## config.mk

```make
export PLATFORM = sky130hd
export DESIGN_NAME = full_adder_unit
export DESIGN_NICKNAME = d
export VERILOG_FILES = /design/src/rtl/adder_pkg.sv /design/src/rtl/full_adder_cell.sv /design/src/rtl/full_adder_unit.sv
export SDC_FILE = /design/constraint.sdc
export NUM_CORES = 1
export LEC_CHECK = 0
export CORE_AREA = 2 2 39 41
export DETAILED_ROUTE_END_ITERATION = 8
export DIE_AREA = 0 0 41 43
export PLACE_DENSITY_LB_ADDON = 0.15
export RECOVER_POWER = 100
export SYNTH_ARGS = -nofsm -noshare
export SYNTH_HDL_FRONTEND = slang
export SYNTH_HIERARCHICAL = 1
export SYNTH_SLANG_ARGS = --single-unit
```

## constraint.sdc

```tcl
create_clock -name clk -period 0.8 [get_ports clk]
set_input_delay 0.16 -clock clk [delete_from_list [all_inputs] [get_ports clk]]
set_output_delay 0.16 -clock clk [all_outputs]
set_load 0.005 [all_outputs]
```

## src/rtl/adder_pkg.sv

```systemverilog
// Shared types and limits for the ripple-carry adder.
// Imported by the full-adder cell and the registered top level.
package adder_pkg;

  localparam int MAX_WIDTH = 64;

  typedef struct packed {
    logic cout;
    logic sum;
  } cell_res_t;

endpackage

```

## src/rtl/full_adder_cell.sv

```systemverilog
// One-bit combinational full adder.
// Chained cell to cell to form the ripple-carry path.
module full_adder_cell (
  input  logic a,
  input  logic b,
  input  logic cin,
  output logic sum,
  output logic cout
);
  import adder_pkg::*;

  cell_res_t res;

  assign res.sum  = a ^ b ^ cin;
  assign res.cout = (a & b) | (a & cin) | (b & cin);

  assign sum  = res.sum;
  assign cout = res.cout;

endmodule

```

## src/rtl/full_adder_unit.sv

```systemverilog
// Registered ripple-carry adder with valid-qualified output stage.
// Result registers only load on in_valid, so idle inputs never reach them.
module full_adder_unit #(
  parameter int WIDTH = 1
) (
  input  logic             clk,
  input  logic             rst_n,
  input  logic             in_valid,
  input  logic [WIDTH-1:0] a,
  input  logic [WIDTH-1:0] b,
  input  logic             cin,
  output logic             out_valid,
  output logic [WIDTH-1:0] sum,
  output logic             cout,
  output logic             ovf
);
  import adder_pkg::*;

  if (WIDTH < 1 || WIDTH > MAX_WIDTH) begin : g_width_check
    $error("full_adder_unit: WIDTH out of range");
  end

  logic [WIDTH:0]   carry;
  logic [WIDTH-1:0] sum_comb;
  logic             ovf_comb;

  assign carry[0] = cin;

  for (genvar i = 0; i < WIDTH; i++) begin : g_cell
    full_adder_cell u_cell (
      .a    (a[i]),
      .b    (b[i]),
      .cin  (carry[i]),
      .sum  (sum_comb[i]),
      .cout (carry[i+1])
    );
  end

  // Carry into vs. out of the MSB; for WIDTH=1 the tap is cin itself.
  assign ovf_comb = carry[WIDTH] ^ carry[WIDTH-1];

  always_ff @(posedge clk or negedge rst_n) begin
    if (!rst_n) begin
      out_valid <= 1'b0;
      sum       <= '0;
      cout      <= 1'b0;
      ovf       <= 1'b0;
    end else begin
      out_valid <= in_valid;
      if (in_valid) begin
        sum  <= sum_comb;
        cout <= carry[WIDTH];
        ovf  <= ovf_comb;
      end
    end
  end

endmodule

```

==> results of run 1 <==
[where the power goes]
| part | switching (mW) | internal, mW |
|---|---|---|
| clock network | 0.0800 | 0.168 |
| registers | 0.0116 | 0.229 |
| logic | 0.0509 | 0.103 |
[routing by layer]
metal  vias to the layer above  part of all wire, %  GRT usage [%]
li1                         67                    -              -
met1                        69                   40          5.537
met2                         6                   51          6.250
met3                         0                  8.4          3.141
met4                         0                    0          10.00
met5                         -                    0              0
[area by class of cell]
| type | instances | area [um^2] |
|---|---|---|
| clock buffer | 3 | 22.52 |
| fill | 159 | 1067 |
| multi-input combinational | 6 | 80.08 |
| sequential | 4 | 100.1 |
| tap | 16 | 20.02 |
| timing repair buffer | 14 | 93.84 |
[synthesized netlist by cell type]
library cell,number
mux2_2,2
dfrtp_1,4
nor2_1,1
xnor2_1,1
a21oi_1,1
fa_1,1
[cells in the final DEF (no fill, tap or decap)]
| cell | Yosys | final |
|---|---|---|
| buf_4 | 0 | 4 |
| clkbuf_4 | 0 | 3 |
| nor2_2 | 0 | 1 |
| buf_6 | 0 | 1 |
| fa_2 | 0 | 1 |
| xnor2_2 | 0 | 1 |
| clkbuf_1 | 0 | 1 |
| dfrtp_1 | 4 | 4 |
| mux2_4 | 0 | 2 |
| dlygate4sd2_1 | 0 | 1 |
| buf_2 | 0 | 6 |
| dlygate4sd3_1 | 0 | 1 |
| a21oi_1 | 1 | 1 |
[how the worst max path moves through the flow]
stage	to	from
finish	cout	cout
global route	cout	cout
floorplan	sum	a
CTS	cout	cout
global placement	sum	cin
detailed placement	sum	cin
[flip-flops by register name (all words and copies together) (netlist names)]
signal	count
cout	1
out_valid	1
ovf	1
sum	1
[kinds of logic (layout without fill, tap and decap cells)]
family	count (synthesis)	in the layout	share of synthesized area, %
multiplexers	2	2	14.06
XOR/XNOR	1	1	5.470
buffers and inverters	0	17	0
adder cells (fa/ha/maj)	1	1	12.50
AO/OA/AOI/OAI	1	1	3.122
AND/OR/NAND/NOR	1	1	2.342
flip-flops	4	4	62.50
[repair_timing]
item	in CTS	in global routing
resized for setup	33	0
pin swaps	3	0
setup endpoints to repair	7	6
setup buffers	2	1
hold endpoints to repair	0	0
==> results.md, run 1 <==
- Status: complete, but fails checks
- Failing checks: setup timing
- CP endpoint kind: output pin
- CTS Root Cell: clkbuf_4
- Grt total ovfl: 0
- Worst reg-to-reg path cell count: 2
- FMAX: 1114 MHz
- Post-Syn Area: 160.2 um^2
- TritonRoute pass-1 iters: 1
- Worst R2R Setup Slack: -0.08 ns
- Core area: 1384 um^2
- Yosys cell types: 6
- Layout cells sized above 1: 70.37%
- Placement Cell Area: 299.0 um^2
- CTS Sinks: 4
- Final ANT Viol Nets: 0
- Row cnt: 14
- RR Endpoint: cout
- CTS H-tree depth: 1
- Top cells by area, synth: dfrtp_1 (63%), mux2_2 (14%), fa_1 (13%)
- Largest net degree at the start of global routing: 5
- Worst r2r src: cout
- Post-layout min period: 0.8979 ns
- Vias per std cell: 3.302
- Final setup margin: -0.09786 ns
- Max Fanout on Critical Path: 2
- Rel. slew slack: 87.11%
- Pwr dens: 2030 nW/um^2
- Final hold vios: 0
- Routed WL: 370 um
- Avg Inst Size Synth: 16.02 um^2
- Num CTS Buffers: 3
- Post-synth top area cell: dfrtp_1
- Slowest Stage Delay on Critical Path: 0.37 ns
- Design Area, Final: 316.6 um^2
- Post-route clock skew: 0 ns
- Critical path, cell by cell: buf_2
- Layout overhead on the synthesized area: 97.66%
- Final setup fails: 6
- Chip Height: 43 um
- Clk buf depth: 2
- Worst setup path class: reg -> out
- YS warnings: 6
- IR drop worst, VDD: 0.0004072 V
- Worst skew pair latency: 0.23 ns
- Die X: 41 um
- Leakage: 0.1528 nW
- Finished Core Util: 22.88%
- Max-cap violations: 0
- Syn Nets: 17
- Layout Cells excl Fill: 43
- CP max stage cell: dfrtp_1
- # DRC: 0
- Hold buffers post-CTS: 0
- CTS clk-pin slew, worst paths: 0.04 ns
- Pins Over Slew Limit: 0
- Crit path buf inv count: 1
- Post-synthesis sequential area ratio: 62.50%
- Worst Hold Class: in -> async
- Setup TNS: -0.4498 ns
- Logic depth of the worst setup path including buffers: 1
- IO Pins: 10
- Inst Count DP: 38
- Placer Congestion: 0.6075
- DR WL/cell: 8.605 um
- Global-route wire length before repair: 579 um
- Vias: 142
- Final Cycle Share: 112.2%
- Die ar.: 1763 um^2
- Critical path startpoint category: register
- Final hold slack: 0.1995 ns
- Gate Count Post-Synth: 10
- Vias in the first global route: 154
- Top delay family on crit path: flip-flops
- Port Buffers: 9
- Data required, critical path: 0.64 ns
- Total power: 0.6425 mW
- Setup slack at placement: -0.6746 ns
- Total GRT Usage: 5.847%
- CTS tree: yes
- Worst EP arrival: 0.74 ns
- Initial antenna violation count: 0
- Fin nets: 36
- HPWL Detailed: 274.6 um
- Worst Tran Pin Value: 0.1927 ns
- Number of antenna diodes: 0
- Synth Register Bits: 4
- Top-area cell type share of the netlist area: 62.50%
- Starting Density: 11.57%
- RSZ-0062 raised after global routing: yes
- First DRT Iteration DRCs: 0
Power figures use the tool's default switching activity.
==> inputs of run 2 (changes only) <==
--- a/config.mk
+++ b/config.mk
@@ -8,6 +8,7 @@
 export CORE_AREA = 2 2 39 41
 export DETAILED_ROUTE_END_ITERATION = 8
 export DIE_AREA = 0 0 41 43
+export GPL_TIMING_DRIVEN = 0
 export PLACE_DENSITY_LB_ADDON = 0.15
 export RECOVER_POWER = 100
 export SYNTH_ARGS = -nofsm -noshare
==> run 2 against run 1 <==
  * The run still ends with setup timing left
  * Sequential share of layout area shrank 0.37 points
  * Die area is the same
  * Utilization grew 0.27 points
  * Critical path depth is the same
  * First-iteration DRC count grew 1
  * Sequential power is essentially flat
  * Maximum frequency grew 0.97%
==> results.md, run 2 (same netlist as run 1, synthesis figures left out) <==
- Status: complete, but fails checks
- Failing checks: setup timing
- Final setup margin: -0.08925 ns
- Largest net degree at the start of global routing: 6
- Worst setup path class: reg -> out
- CTS Root Cell: clkbuf_4
- Core area: 1384 um^2
- CTS H-tree depth: 1
- Routed WL: 357 um
- Leakage: 0.1554 nW
- Total power: 0.6366 mW
- # DRC: 0
- Max Fanout on Critical Path: 2
- TritonRoute pass-1 iters: 2
- Crit path buf inv count: 1
- Global-route wire length before repair: 545 um
- Num CTS Buffers: 3
- Initial antenna violation count: 0
- Most common cell after layout, fill and taps aside: buf_2
- CTS tree: yes
- RR Endpoint: cout
- Vias per std cell: 3.333
- Data required, critical path: 0.64 ns
- IO Pins: 10
- Final setup fails: 6
- Clk buf depth: 2
- Final hold vios: 0
- Design Area, Final: 320.3 um^2
- Worst R2R Setup Slack: -0.07 ns
- Total GRT Usage: 5.550%
- Worst Hold Class: in -> async
- Logic depth of the worst setup path including buffers: 1
- Slowest Stage Delay on Critical Path: 0.37 ns
- Chip Height: 43 um
- First DRT Iteration DRCs: 1
- Vias in the first global route: 130
- Starting Density: 11.57%
- Pins Over Slew Limit: 0
- Worst setup endpoint: cout
- Setup slack at placement: -0.7007 ns
- CP endpoint kind: output pin
- Port Buffers: 9
- Post-layout min period: 0.8892 ns
- Final ANT Viol Nets: 0
- Critical path, cell by cell: buf_2
- Max-cap violations: 0
- Die X: 41 um
- CTS Sinks: 4
- Worst reg-to-reg path cell count: 2
- Most frequent cells in the layout: buf_2 (5), dfrtp_1 (4), buf_4 (4), clkbuf_4 (3), mux2_4 (2)
- Top delay family on crit path: flip-flops
- FMAX: 1125 MHz
- Worst skew pair latency: 0.23 ns
- Row cnt: 14
- Layout cells sized above 1: 69.23%
- Placer Congestion: 0.6070
- CP max stage cell: dfrtp_1
- Pwr dens: 1988 nW/um^2
- Fin nets: 35
- Worst r2r src: cout
- Final Cycle Share: 111.2%
- Worst Tran Pin Value: 0.2361 ns
- Layout overhead on the synthesized area: 100.0%
- Worst EP arrival: 0.73 ns
- CTS clk-pin slew, worst paths: 0.04 ns
- IR drop worst, VDD: 0.0004428 V
- Placement Cell Area: 276.5 um^2
- RSZ-0062 raised after global routing: yes
- DR WL/cell: 8.500 um
- Number of antenna diodes: 0
- Worst Setup SP: cout
- Vias: 140
- Post-route clock skew: 0 ns
- Finished Core Util: 23.15%
- Critical path startpoint category: register
- Die ar.: 1763 um^2
- Grt total ovfl: 0
- Rel. slew slack: 84.26%
## run 2: stage by stage
| stage | instances | hold slack (ns) | setup TNS, ns |
|---|---|---|---|
| global route | 42 | 0.2063 | -0.6081 |
| CTS | 40 | 0.1307 | -0.4023 |
| global placement | 35 | 0.3791 | -2.652 |
| detailed placement | 35 | 0.3789 | -2.670 |
| floorplan | 10 | -0.1356 | -0.3369 |
| finish | 42 | 0.2038 | -0.4272 |
## run 2: worst min path at each step
stage               startpoint         to  cells past startpoint
finish                   rst_n  out_valid                      1
global route             rst_n        sum                      1
CTS                      rst_n  out_valid                      1
detailed placement       rst_n  out_valid                      1
global placement         rst_n        ovf                      1
floorplan                rst_n       cout                      0
## run 2: repair_timing
| action | 4_1_cts | 5_1_grt |
|---|---|---|
| endpoints found under the setup margin | 7 | 7 |
| hold buffers | 0 | 0 |
| resized for setup | 34 | 1 |
| pin swaps | 3 | 3 |
| setup buffers | 2 | 2 |
## run 2: cell type report
class                      count  area [um^2]
fill                         162         1064
sequential                     4        100.1
timing repair buffer          13        100.1
multi-input combinational      6        77.57
clock buffer                   3        22.52
tap                           16        20.02
## run 2: where the power goes
part / leakage (nW) / internal [mW] / switching, mW / total (mW)
Clock: 0.0138 / 0.167 / 0.0741 / 0.241
Combinational: 0.0954 / 0.106 / 0.0488 / 0.154
Sequential: 0.0462 / 0.230 / 0.0114 / 0.241
## run 2: layer usage
metal | vias up | GRT usage (%) | share of wire [%]
li1 | 66 | - | -
met1 | 64 | 4.902 | 39
met2 | 8 | 5.625 | 46
met3 | 2 | 3.665 | 11
met4 | 0 | 10.00 | 3.4
met5 | - | 0 | 0
==> inputs of run 3 (changes only) <==
--- a/config.mk
+++ b/config.mk
@@ -11,6 +11,7 @@
 export GPL_TIMING_DRIVEN = 0
 export PLACE_DENSITY_LB_ADDON = 0.15
 export RECOVER_POWER = 100
+export SLEW_MARGIN = 20
 export SYNTH_ARGS = -nofsm -noshare
 export SYNTH_HDL_FRONTEND = slang
 export SYNTH_HIERARCHICAL = 1
==> results of run 3 <==
The final DEF is identical to that of run 2; final timing and power are the same.
